File: src/rtl/mult_share_arbiter_pkg.sv
// Shared definitions for the round-robin arbiter that time-shares one multiplier.
package mult_share_arbiter_pkg;
  localparam int N_REQ_DEF = 4;
  localparam int W_DEF     = 4;

  typedef enum logic [1:0] {
    IDLE = 2'd0,
    MUL  = 2'd1,
    RESP = 2'd2
  } state_t;
endpackage

File: src/rtl/multiplier_4_bit.sv
// Combinational unsigned multiplier; full-width product, no truncation.
module multiplier_4_bit #(
  parameter int W = 4
) (
  input  logic [W-1:0]   a,
  input  logic [W-1:0]   b,
  output logic [2*W-1:0] mul_result
);
  assign mul_result = {{W{1'b0}}, a} * {{W{1'b0}}, b};
endmodule

File: src/rtl/mult_share_arbiter.sv
// N_REQ requesters share a single multiplier; round-robin grant in IDLE,
// one-cycle multiply, then the result is held in RESP until accepted.
module mult_share_arbiter
  import mult_share_arbiter_pkg::*;
#(
  parameter int N_REQ = N_REQ_DEF,
  parameter int W     = W_DEF
) (
  input  logic                     clk,
  input  logic                     rst,
  input  logic [N_REQ-1:0]         req_valid,
  input  logic [N_REQ*W-1:0]       req_a,
  input  logic [N_REQ*W-1:0]       req_b,
  output logic [N_REQ-1:0]         req_ready,
  output logic                     rsp_valid,
  output logic [2*W-1:0]           rsp_data,
  output logic [$clog2(N_REQ)-1:0] rsp_id,
  input  logic                     rsp_ready,
  output logic                     busy,
  output logic [15:0]              op_count
);
  localparam int ID_W = $clog2(N_REQ);

  state_t          state_q, state_d;
  logic [ID_W-1:0] ptr_q;
  logic [ID_W-1:0] id_q;
  logic [W-1:0]    a_q, b_q;
  logic [2*W-1:0]  rsp_data_q;
  logic [2*W-1:0]  mul_result;
  logic [15:0]     op_count_q;
  logic            found;
  logic [ID_W-1:0] grant_id;

  function automatic logic [ID_W-1:0] next_ptr(input logic [ID_W-1:0] id);
    if (int'(id) == N_REQ - 1) return '0;
    else return id + 1'b1;
  endfunction

  // Round-robin pick: first valid index at or after ptr, wrapping to 0.
  always_comb begin
    int              idx;
    logic [ID_W-1:0] cand;
    found    = 1'b0;
    grant_id = '0;
    idx      = 0;
    cand     = '0;
    for (int k = 0; k < N_REQ; k++) begin
      idx = int'(ptr_q) + k;
      if (idx >= N_REQ) idx = idx - N_REQ;
      cand = ID_W'(idx);
      if (!found && req_valid[cand]) begin
        found    = 1'b1;
        grant_id = cand;
      end
    end
  end

  always_comb begin
    state_d   = state_q;
    req_ready = '0;
    case (state_q)
      IDLE: begin
        if (found) begin
          req_ready[grant_id] = 1'b1;
          state_d             = MUL;
        end
      end
      MUL:     state_d = RESP;
      RESP:    if (rsp_ready) state_d = IDLE;
      default: state_d = IDLE;
    endcase
    if (rst) req_ready = '0;
  end

  multiplier_4_bit #(.W(W)) u_mul (
    .a          (a_q),
    .b          (b_q),
    .mul_result (mul_result)
  );

  // Capture at grant, multiply in MUL, retire on the response handshake.
  always_ff @(posedge clk) begin
    if (rst) begin
      state_q    <= IDLE;
      ptr_q      <= '0;
      id_q       <= '0;
      a_q        <= '0;
      b_q        <= '0;
      rsp_data_q <= '0;
      op_count_q <= '0;
    end else begin
      state_q <= state_d;
      case (state_q)
        IDLE: begin
          if (found) begin
            a_q  <= req_a[grant_id*W +: W];
            b_q  <= req_b[grant_id*W +: W];
            id_q <= grant_id;
          end
        end
        MUL: rsp_data_q <= mul_result;
        RESP: begin
          if (rsp_ready) begin
            ptr_q      <= next_ptr(id_q);
            op_count_q <= op_count_q + 16'd1;
          end
        end
        default: ;
      endcase
    end
  end

  assign rsp_valid = !rst && (state_q == RESP);
  assign busy      = !rst && (state_q != IDLE);
  assign rsp_id    = rst ? '0 : id_q;
  assign rsp_data  = rsp_data_q;
  assign op_count  = op_count_q;
endmodule

File: config.mk
export PLATFORM = sky130hd
export DESIGN_NAME = mult_share_arbiter
export DESIGN_NICKNAME = d
export VERILOG_FILES = /design/src/rtl/mult_share_arbiter_pkg.sv /design/src/rtl/multiplier_4_bit.sv /design/src/rtl/mult_share_arbiter.sv
export SDC_FILE = /design/constraint.sdc
export NUM_CORES = 1
export LEC_CHECK = 0
export BUFFER_PORTS_ARGS = -buffer_cell sky130_fd_sc_hd__buf_2
export CORE_ASPECT_RATIO = 1.75
export CORE_MARGIN = 2
export CORE_UTILIZATION = 47
export DETAILED_ROUTE_END_ITERATION = 12
export GPL_TIMING_DRIVEN = 0
export HOLD_SLACK_MARGIN = 0.08
export PLACE_DENSITY_LB_ADDON = 0.08
export SLEW_MARGIN = 30
export SYNTH_ARGS = -nofsm -noshare
export SYNTH_HDL_FRONTEND = slang
export SYNTH_HIERARCHICAL = 1
export SYNTH_SLANG_ARGS = --single-unit
File: constraint.sdc
create_clock -name clk -period 2.62 [get_ports clk]
set_input_delay 0.131 -clock clk [delete_from_list [all_inputs] [get_ports clk]]
set_output_delay 0.131 -clock clk [all_outputs]
set_load 0.03 [all_outputs]
==> impl_metrics.tcl <==
set metrics [dict create \
    synth_compound_area_share_pct 16.1 \
    setup_ws_ps -33.6 \
    rr_startpoint "b_q[3]" \
    pre_cts_ws_ps -220 \
    hold_class "input port to register" \
    max_stage_delay_ps 540 \
    diodes 0 \
    maxCapViolCount 0 \
    ys_seq_elements 38 \
    place_congestion 0.822 \
    htreeDepth 2 \
    finalCritPeriodShare_pct 101 \
    power_density_nw_per_um2 432 \
    slew_headroom_pct 58.8 \
    ff2ff_setup_slack_ps -30 \
    wl_per_cell_microns 14.5 \
    initial_core_util_pct 48.0 \
    cts_root_buffer "clkbuf_8" \
    synth_top_family_by_area "simple AND/OR/NAND/NOR gates" \
    core-area_sq_um 4890 \
    synthMuxAreaShare_pct 5.55 \
    wl_mm 5.88 \
    grt-ovfl-total 0 \
    portBuffers 70 \
    clkTransAtPathRegs_ps 70 \
    drt-initial-drc-count 51 \
    clock_latency_ps 280 \
    fillCellCount 452 \
    multi_input_area_sq_um 1660 \
    fin_crit_ps 2650 \
    worstPathCellList "nand2_4 -> fa_1 -> inv_2 -> fa_2 -> ha_4 -> a211oi_4 -> or4b_1 -> o2111ai_1 -> nand2_1 -> a21oi_1" \
    worstSetupEndpointType "register" \
    syn-cell-area_sq_um 2350 \
    synthSimpleGateAreaFrac_pct 26.9 \
    synth_cells 267 \
    cp_data_arrival_time_ps 2870 \
    ys_types 45 \
    synth_xor_area_share_pct 5.97 \
    drc_errors 0 \
    placementRows 34 \
    r2r_end "rsp_data[7]" \
    vdd_ir_drop_max_mv 0.314 \
    finalSetupTns_ps -33.6 \
    dieWidth_microns 57.4 \
    areaGrowthSynthToFinish_pct 30.1 \
    first_pass_iters 4 \
    startpoint_type "register" \
    clock_sinks 38 \
    dp_hpwl_mm 4.40 \
    grt_setup_unrepaired "yes" \
    seqCellArea_sq_um 776 \
    antenna_found_initial 0 \
    die_area_sq_um 5590 \
    hold_path_end "state_q[1]" \
    placed_cells_incl_taps 391 \
    layout_common_cells "buf_2, dfxtp_1, nand2_1" \
    synthAdderAreaFrac_pct 10.9 \
    max_freq_ghz 0.377 \
    finalPower_w 0.00132 \
    violations "setup timing" \
    fp.dieH_microns 97.5 \
    leakagePower_nw 1.38 \
    cts_buffers 5 \
    viasPerCell 5.44 \
    grt_max_degree 11 \
    skew_ps 4.29 \
    syn_avg_cell_area_sq_um 8.79 \
    grt_usage_pct 21.6 \
    fin_util_pct 62.4 \
    crit_fanout 2 \
    synth_fp_nets 324 \
    worstRegToRegCells 10 \
    setup_viol 1 \
    report.final.slew_viol_count 0 \
    min_from "rsp_ready" \
    tightest_slew_ps 618 \
    cts_tree "yes" \
    vias 2214 \
    num_io_pins 71 \
    seq_area_frac_synth_pct 32.4 \
    status "complete, but fails checks" \
    yosysWarningCount 6 \
    required_ps 2840 \
    finalNetCount 410 \
    hold_depth 3 \
    final_common_cell "buf_2" \
    layout-drive-gt1-share_pct 36.8 \
    cts_buffer_depth 2 \
    hold_viol_final 0 \
    crit_type "register to register" \
    finalNonFillerCells 407 \
    antenna_left 0 \
    worst_path_max_delay_cell "fa_1" \
    grt_pass1_vias 2183 \
    grt_pass1_wl_mm 9.65 \
]
## layout make-up
cell class                      instances  share of cell area, %
Multi-Input combinational cell        216                   54.4
Sequential cell                        38                   25.4
Timing Repair Buffer                   79                   13.7
Clock buffer                            7                   2.50
Buffer                                  8                   1.11
Tap cell                               54                   2.21
Inverter                                5                  0.615
## metrics by stage
stage	hold WS (ps)	instance area (sq um)
floorplan	317	2350
global placement	422	2770
detailed placement	424	2770
CTS	117	2950
global route	117	3050
finish	123	3050
## sequential cells by signal, summed over array words and instances, names as in the netlist
signal	count
b_q	4
a_q	4
op_count	16
rsp_data	8
state_q	2
id_q	2
ptr_q	2
## power breakdown
| part | internal (W) | total (W) | leakage [nW] | switching (W) |
|---|---|---|---|---|
| logic | 0.000144 | 0.000314 | 1.03 | 0.000170 |
| clock network | 0.000183 | 0.000372 | 0.0383 | 0.000189 |
| registers | 0.000607 | 0.000633 | 0.312 | 0.0000259 |
| total | 0.000934 | 0.00132 | 1.38 | 0.000385 |
## per-layer routing
metal | vias to the layer above | GRT usage [%] | part of all wire, %
met4 | 0 | 6.80 | 1.8
li1 | 1116 | - | -
met2 | 42 | 41.7 | 58
met5 | - | 0 | 0
met3 | 9 | 3.60 | 3.0
met1 | 1047 | 22.3 | 37
## cells by family (layout without fill, tap and decap cells)
| logic type | Yosys count | after routing |
|---|---|---|
| fa+ha+maj | 18 | 18 |
| flops | 38 | 38 |
| xor+xnor | 16 | 16 |
| compound gates | 55 | 55 |
| buf+inv | 13 | 99 |
| mux | 12 | 12 |
| simple gates | 115 | 115 |
## synthesized netlist by cell type (all sizes together)
cell type | number | area [sq um]
and3b | 2 | 21.3
clkbuf | 7 | 26.3
or4 | 3 | 26.3
or4b | 1 | 10.0
nor2b | 7 | 43.8
a31oi | 1 | 6.26
a21o | 3 | 25.0
xnor2 | 6 | 52.6
nor2 | 24 | 92.6
nor3 | 2 | 10.0
nand4 | 4 | 25.0
fa | 4 | 80.1
ha | 14 | 175
mux2i | 4 | 40.0
o21ai | 13 | 76.3
a211oi | 1 | 7.51
and2 | 14 | 87.6
o22a | 1 | 8.76
xor2 | 10 | 87.6
inv | 5 | 18.8
nand2 | 30 | 113
nand2b | 4 | 32.5
nor4 | 1 | 21.3
and4 | 1 | 11.3
nand3 | 10 | 55.1
a311oi | 1 | 15.0
or3b | 1 | 8.76
a221o | 8 | 80.1
and3 | 8 | 50.1
dfxtp | 38 | 761
mux2 | 8 | 90.1
buf | 1 | 7.51
o2111ai | 1 | 8.76
o22ai | 1 | 12.5
a21oi | 25 | 136
nor3b | 3 | 22.5
## critical path: cells and delay by family (launching register included)
kind | cells | cell delay, ps
DFF | 1 | 370
and+or+nand+nor | 3 | 570
adders and majority gates | 3 | 1310
AOI/OAI and AO/OA | 3 | 290
buffers and inverters | 1 | 40
## timing repair
item,CTS,global route
buffers inserted,7,2
setup endpoints to repair,3,3
cloned,0,0
resized for setup,14,12
pin swaps,5,14
hold buffers,0,0
## how the worst max path moves through the flow
stage            from           to  slack, ps  cells after the start
6_report       b_q[3]  rsp_data[7]        -30                     10
4_1_cts        a_q[2]  rsp_data[7]       -130                     10
3_3_place_gp   b_q[2]  rsp_data[6]       -190                     10
2_1_floorplan  b_q[3]  rsp_data[6]          4                     10
3_5_place_dp   b_q[2]  rsp_data[6]       -220                     10
5_1_grt        b_q[3]  rsp_data[7]       -130                     10
No activity file was read; power rests on OpenSTA's default activity.
